<file path="src/rtl/bcd_scan_dec.sv">
// Multiplexed BCD display scanner: holds a shadow copy of DIGITS BCD digits,
// steps through them one at a time every SCAN_DIV cycles and presents the
// selected digit as a one-hot decimal code alongside a one-hot digit select.
// Leading zeros can optionally be blanked; invalid codes (>9) are flagged.
module bcd_scan_dec #(
   parameter int unsigned DIGITS     = 4,
   parameter int unsigned SCAN_DIV   = 1000,
   parameter int unsigned BLANK_LEAD = 1
) (
   input  logic                  clk,
   input  logic                  rst,
   input  logic                  en,
   input  logic                  load,
   input  logic [4*DIGITS-1:0]   bcd_in,
   output logic [9:0]            dec_out,
   output logic [DIGITS-1:0]     dig_sel,
   output logic [DIGITS-1:0]     err
);

   localparam int unsigned PW = (SCAN_DIV > 1) ? $clog2(SCAN_DIV) : 1;
   localparam int unsigned IW = (DIGITS > 1) ? $clog2(DIGITS) : 1;
   localparam logic [PW-1:0] PRESC_MAX = PW'(SCAN_DIV - 1);
   localparam logic [IW-1:0] IDX_MAX   = IW'(DIGITS - 1);

   logic [4*DIGITS-1:0] shadow_q, shadow_d;
   logic [DIGITS-1:0]   err_q, err_d;
   logic [PW-1:0]       presc_q, presc_d;
   logic [IW-1:0]       idx_q, idx_d;
   logic [9:0]          dec_q, dec_d;
   logic [DIGITS-1:0]   sel_q, sel_d;
   logic [DIGITS-1:0]   blank;
   logic                zero_run;
   logic [3:0]          cur_digit;

   // One-hot decimal code; invalid codes decode to nothing.
   function automatic logic [9:0] decode(input logic [3:0] v);
      decode = '0;
      if (v <= 4'd9) begin
         decode = 10'd1 << v;
      end
   endfunction

   // Capture path: new shadow value and per-digit invalid flags on load.
   always_comb begin
      shadow_d = shadow_q;
      err_d    = err_q;
      if (load) begin
         shadow_d = bcd_in;
         for (int k = 0; k < int'(DIGITS); k++) begin
            err_d[k] = (bcd_in[4*k +: 4] > 4'd9);
         end
      end
   end

   // Leading-zero blanking: digit k is blank when it and all higher digits are
   // literally 0. Invalid codes are non-zero, so they break the run naturally.
   always_comb begin
      blank    = '0;
      zero_run = 1'b1;
      for (int k = int'(DIGITS) - 1; k >= 1; k--) begin
         zero_run = zero_run & (shadow_q[4*k +: 4] == 4'd0);
         blank[k] = zero_run & (BLANK_LEAD != 0);
      end
   end

   // Scan sequencing and output next-state; everything freezes while en is low.
   always_comb begin
      presc_d   = presc_q;
      idx_d     = idx_q;
      sel_d     = '0;
      dec_d     = '0;
      cur_digit = shadow_q[4*int'(idx_q) +: 4];
      if (en) begin
         if (presc_q == PRESC_MAX) begin
            presc_d = '0;
            idx_d   = (idx_q == IDX_MAX) ? '0 : idx_q + IW'(1);
         end else begin
            presc_d = presc_q + PW'(1);
         end
         sel_d = DIGITS'(1) << idx_q;
         dec_d = blank[idx_q] ? 10'd0 : decode(cur_digit);
      end
   end

   // State registers with synchronous reset overriding load and en.
   always_ff @(posedge clk) begin
      if (rst) begin
         shadow_q <= '0;
         err_q    <= '0;
         presc_q  <= '0;
         idx_q    <= '0;
         dec_q    <= '0;
         sel_q    <= '0;
      end else begin
         shadow_q <= shadow_d;
         err_q    <= err_d;
         presc_q  <= presc_d;
         idx_q    <= idx_d;
         dec_q    <= dec_d;
         sel_q    <= sel_d;
      end
   end

   assign dec_out = dec_q;
   assign dig_sel = sel_q;
   assign err     = err_q;

endmodule

</file>
<file path="config.mk">
export PLATFORM = sky130hd
export DESIGN_NAME = bcd_scan_dec
export DESIGN_NICKNAME = d
export VERILOG_FILES = /design/src/rtl/bcd_scan_dec.sv
export SDC_FILE = /design/constraint.sdc
export NUM_CORES = 1
export LEC_CHECK = 0
export ABC_AREA = 1
export CORE_MARGIN = 5
export CORE_UTILIZATION = 54
export DETAILED_ROUTE_END_ITERATION = 8
export PLACE_DENSITY = 0.88
export SLEW_MARGIN = 20
export SYNTH_ARGS = -nofsm -noshare
export SYNTH_HDL_FRONTEND = slang
export SYNTH_SLANG_ARGS = --single-unit
</file>
<file path="constraint.sdc">
create_clock -name clk -period 1.9 [get_ports clk]
set_input_delay 0.57 -clock clk [delete_from_list [all_inputs] [get_ports clk]]
set_output_delay 0.57 -clock clk [all_outputs]
set_load 0.005 [all_outputs]
</file>
==> impl_summary.md <==
Outcome
The run finished with clean final reports.

Timing
The final count of pins violating max slew was 0. The final critical-path share of the clock period is 95.15%. The count of endpoints failing hold in the final timing report is 0. For this run, the top clock speed supported by timing is 0.5531 GHz.

Setup repair after global routing left no endpoint under its margin. At the pin with the least slew margin, the transition time is 610.2 ps. The clock period could shrink to 1808 ps. The worst-case headroom to the max-slew limit is 59.28%. The clock tree skew after final layout is 14.20 ps. The final worst hold slack is 475.9 ps.

The count of final setup violators is 0.

Clock tree
Post-CTS timing repair inserted 0 buffers for setup. Clock tree synthesis found a total of 46 sinks. The H-tree generated during clock tree synthesis spans 2 levels. In this run, CTS created clock tree buffers numbering 5. TritonCTS built the clock tree. The count of instances resized after the clock tree is built is 0. The later pin in the worst-skew pair is clocked with a latency of 370 ps. The post-CTS clock slew at the launch and capture registers of the worst setup and hold paths is 130 ps. The number of hold buffers added after CTS was 0. In this run the deepest clock path goes through 2 buffers.

The root buffer cell chosen for the clock tree is clkbuf_4.

Worst setup path
The endpoint required time on the critical path is 1330 ps. The critical-path cell with the highest stage delay is clkdlybuf4s50_1. For this run, the slowest stage of the critical path takes 510 ps. The signal on the critical path passes through clkdlybuf4s50_1. The highest fanout seen on the critical path is 2. The worst setup path is captured at an output port. The type of element launching the critical path is a flop. In this design, the largest share of critical-path delay is due to buffers and inverters.

The combined buffer and inverter count along the critical path is 1. The worst setup path is of the reg -> out kind. The critical path arrival is 1240 ps.

Placement
The final HPWL from detailed placement is 3091 µm. During placement, the flow inserted port buffers numbering 37. The number of placed instances, taps included, is 328.

The routability congestion estimate from global placement is 0.7925.

Detailed routing
The final routed wire length divided by cell count is 12.12 µm. Summed over all layers, the routed wires come to 4073 µm. The detail route stage leaves a number of antenna-violating nets equal to 0. The ratio of routed vias to standard cells is 4.976.

The total via count after detailed routing is 1672. The number of remaining DRC errors is 0. Before antenna repair, the detailed router went through 4 iterations. The number of violations reported at the end of detailed-routing iteration 0 is 57.

Logic synthesis
The unique cell type count in the Yosys netlist is 28. The number of nets in the synthesized netlist is 268. The average footprint of a synthesized cell is 7.690 µm². In the synthesized netlist, the number of instances is 246.

The count of synthesis-stage warnings from yosys is 0. The synthesis-stage register bit count is 46. For this run, the register share of the synthesized area comes to 48.68%. The mapped netlist covers 0.001892 mm².

Die
The floorplan has 21 rows. The die is 69.19 µm wide. The core region is 0.003363 mm². The height of the die is 69.19 µm. The starting utilization of the core area is 56.25%.

In this run the count of I/O pins placed on the die edge is 38. The full die area is 0.004787 mm².

Layout
The share of cells above drive strength 1 is 12.41%. The filler cells instantiated in the layout total 297. For this run, the post-layout net count is 311. The number of diodes is 0. The filler-free cell count of the finished design is 336. The area growth from synthesis to layout is 26.39%.

GRT
Summed over all layers, the global routing overflow is 0. The total global-route track usage is 17.53%. The number of global-route vias before repair is 1500.

Entering global routing, the biggest net connects 23 pins. The initial antenna violation count is 0. The wire length of the first global-routing pass is 6727 µm.

Pwr
The peak ir drop on the vdd network is 0.5574 mV. Dividing total power by cell area gives a power density of 712.1 mW/mm². In this run the static leakage power is 0.9941 nW.

Min path
The worst hold path belongs to the class reg -> reg.

Job
The tool flagged a number of max-cap violations equal to 0.
[cell usage in the layout (no fill, tap or decap), types with 2 or more instances in the layout]
cell type	instances
o21ai_2	2
o21ai_0	14
clkbuf_4	5
xor2_1	3
nand3_1	6
nand2_1	46
nor3_1	3
nand3_2	2
o21bai_1	4
nand4_1	2
nor3b_1	2
nor2_4	3
o21a_1	2
dfxtp_1	46
inv_2	6
nand2_2	3
buf_4	6
nor2_1	56
clkdlybuf4s50_1	37
nor2_2	4
ha_1	2
inv_1	12
a21oi_1	16
[cells in the mapped netlist]
cell type	n	share of area [%]
a21oi_1	16	4.2
and2_0	1	0.33
buf_4	1	0.40
buf_6	1	0.60
clkbuf_1	5	0.99
dfxtp_1	46	49
ha_1	2	1.3
inv_1	12	2.4
inv_2	6	1.2
nand2_1	46	9.1
nand2_2	3	0.99
nand3_1	6	1.6
nand3_2	2	1.1
nand4_1	2	0.66
nor2_1	56	11
nor2_2	4	1.3
nor2_4	3	1.8
nor3_1	3	0.79
nor3_2	1	0.53
nor3_4	1	0.86
nor3b_1	2	0.79
o211ai_1	1	0.40
o21a_1	2	0.79
o21ai_0	14	3.7
o21ai_2	2	0.93
o21bai_1	4	1.6
xnor2_1	1	0.46
xor2_1	3	1.4
[final cells by class]
cell class | instances | area (µm²) | share of cell area (%)
well taps | 46 | 57.56 | 2.407
repair buffers | 43 | 415.4 | 17.37
inverters | 18 | 67.56 | 2.826
flip-flops and latches | 46 | 920.9 | 38.51
clock buffers | 6 | 51.30 | 2.145
multi-input cells | 175 | 865.8 | 36.21
clock inverters | 2 | 12.51 | 0.5233
[worst register-to-register path: cells and delay by family (launching register included)]
kind                   cells  cell delay (ps)
AO/OA/AOI/OAI              1              160
AND/OR/NAND/NOR            4              510
buffers and inverters      1              140
flip-flops                 1              600
[registers in the layout, summed over array words and instances, names as in the netlist]
register,count
err,4
dec_out,10
shadow_q,16
presc_q,10
idx_q,2
dig_sel,4
[final timing paths]
kind                                            start                    end  slack, ps  depth (start not counted)
worst max-delay path              err[0]$_SDFFE_PP0P_                 err[0]         90                          1
worst max register to register  idx_q[0]$_SDFFE_PP0P_  dec_out[3]$_SDFF_PP0_        430                          6
worst min-delay path              err[3]$_SDFFE_PP0P_    err[3]$_SDFFE_PP0P_        480                          2
worst min register to register    err[3]$_SDFFE_PP0P_    err[3]$_SDFFE_PP0P_        480                          2
[cells by family (layout without fill, tap and decap cells)]
logic type | after synthesis | in the layout | share of synthesized area [%]
compound gates | 39 | 39 | 11.64
flops | 46 | 46 | 48.68
buf+inv | 25 | 69 | 5.556
simple gates | 130 | 130 | 30.95
fa+ha+maj | 2 | 2 | 1.323
xor+xnor | 4 | 4 | 1.852
[metal layers]
metal | global-route usage [%] | vias up | part of all wire [%] | wire length (µm)
li1 | - | 872 | - | -
met1 | 21.70 | 731 | 45 | 1819
met2 | 28.28 | 63 | 47 | 1923
met5 | 0 | - | 0 | 0
met4 | 9.761 | 0 | 1.5 | 61
met3 | 3.623 | 6 | 6.6 | 268
[stage by stage]
step                      power [mW]  area [µm²]  setup TNS, ps  utilization, %  setup slack (ps)
final                          1.703        2391              0           71.09             92.07
after global routing           1.775        2391              0           71.09             40.69
after CTS                      1.706        2391              0           71.09             88.22
after detailed placement       1.233        2327         -32.79           69.20            -32.79
after global placement         1.226        2327         -6.186           69.20            -6.186
after floorplan                1.136        1892              0               -             632.5
[power breakdown]
group / switching, mW / internal [mW]
registers: 0.0230 / 1.00
clock network: 0.311 / 0.178
logic: 0.0946 / 0.0955
total: 0.428 / 1.27
Note: power is estimated with default switching activity, not from simulation.
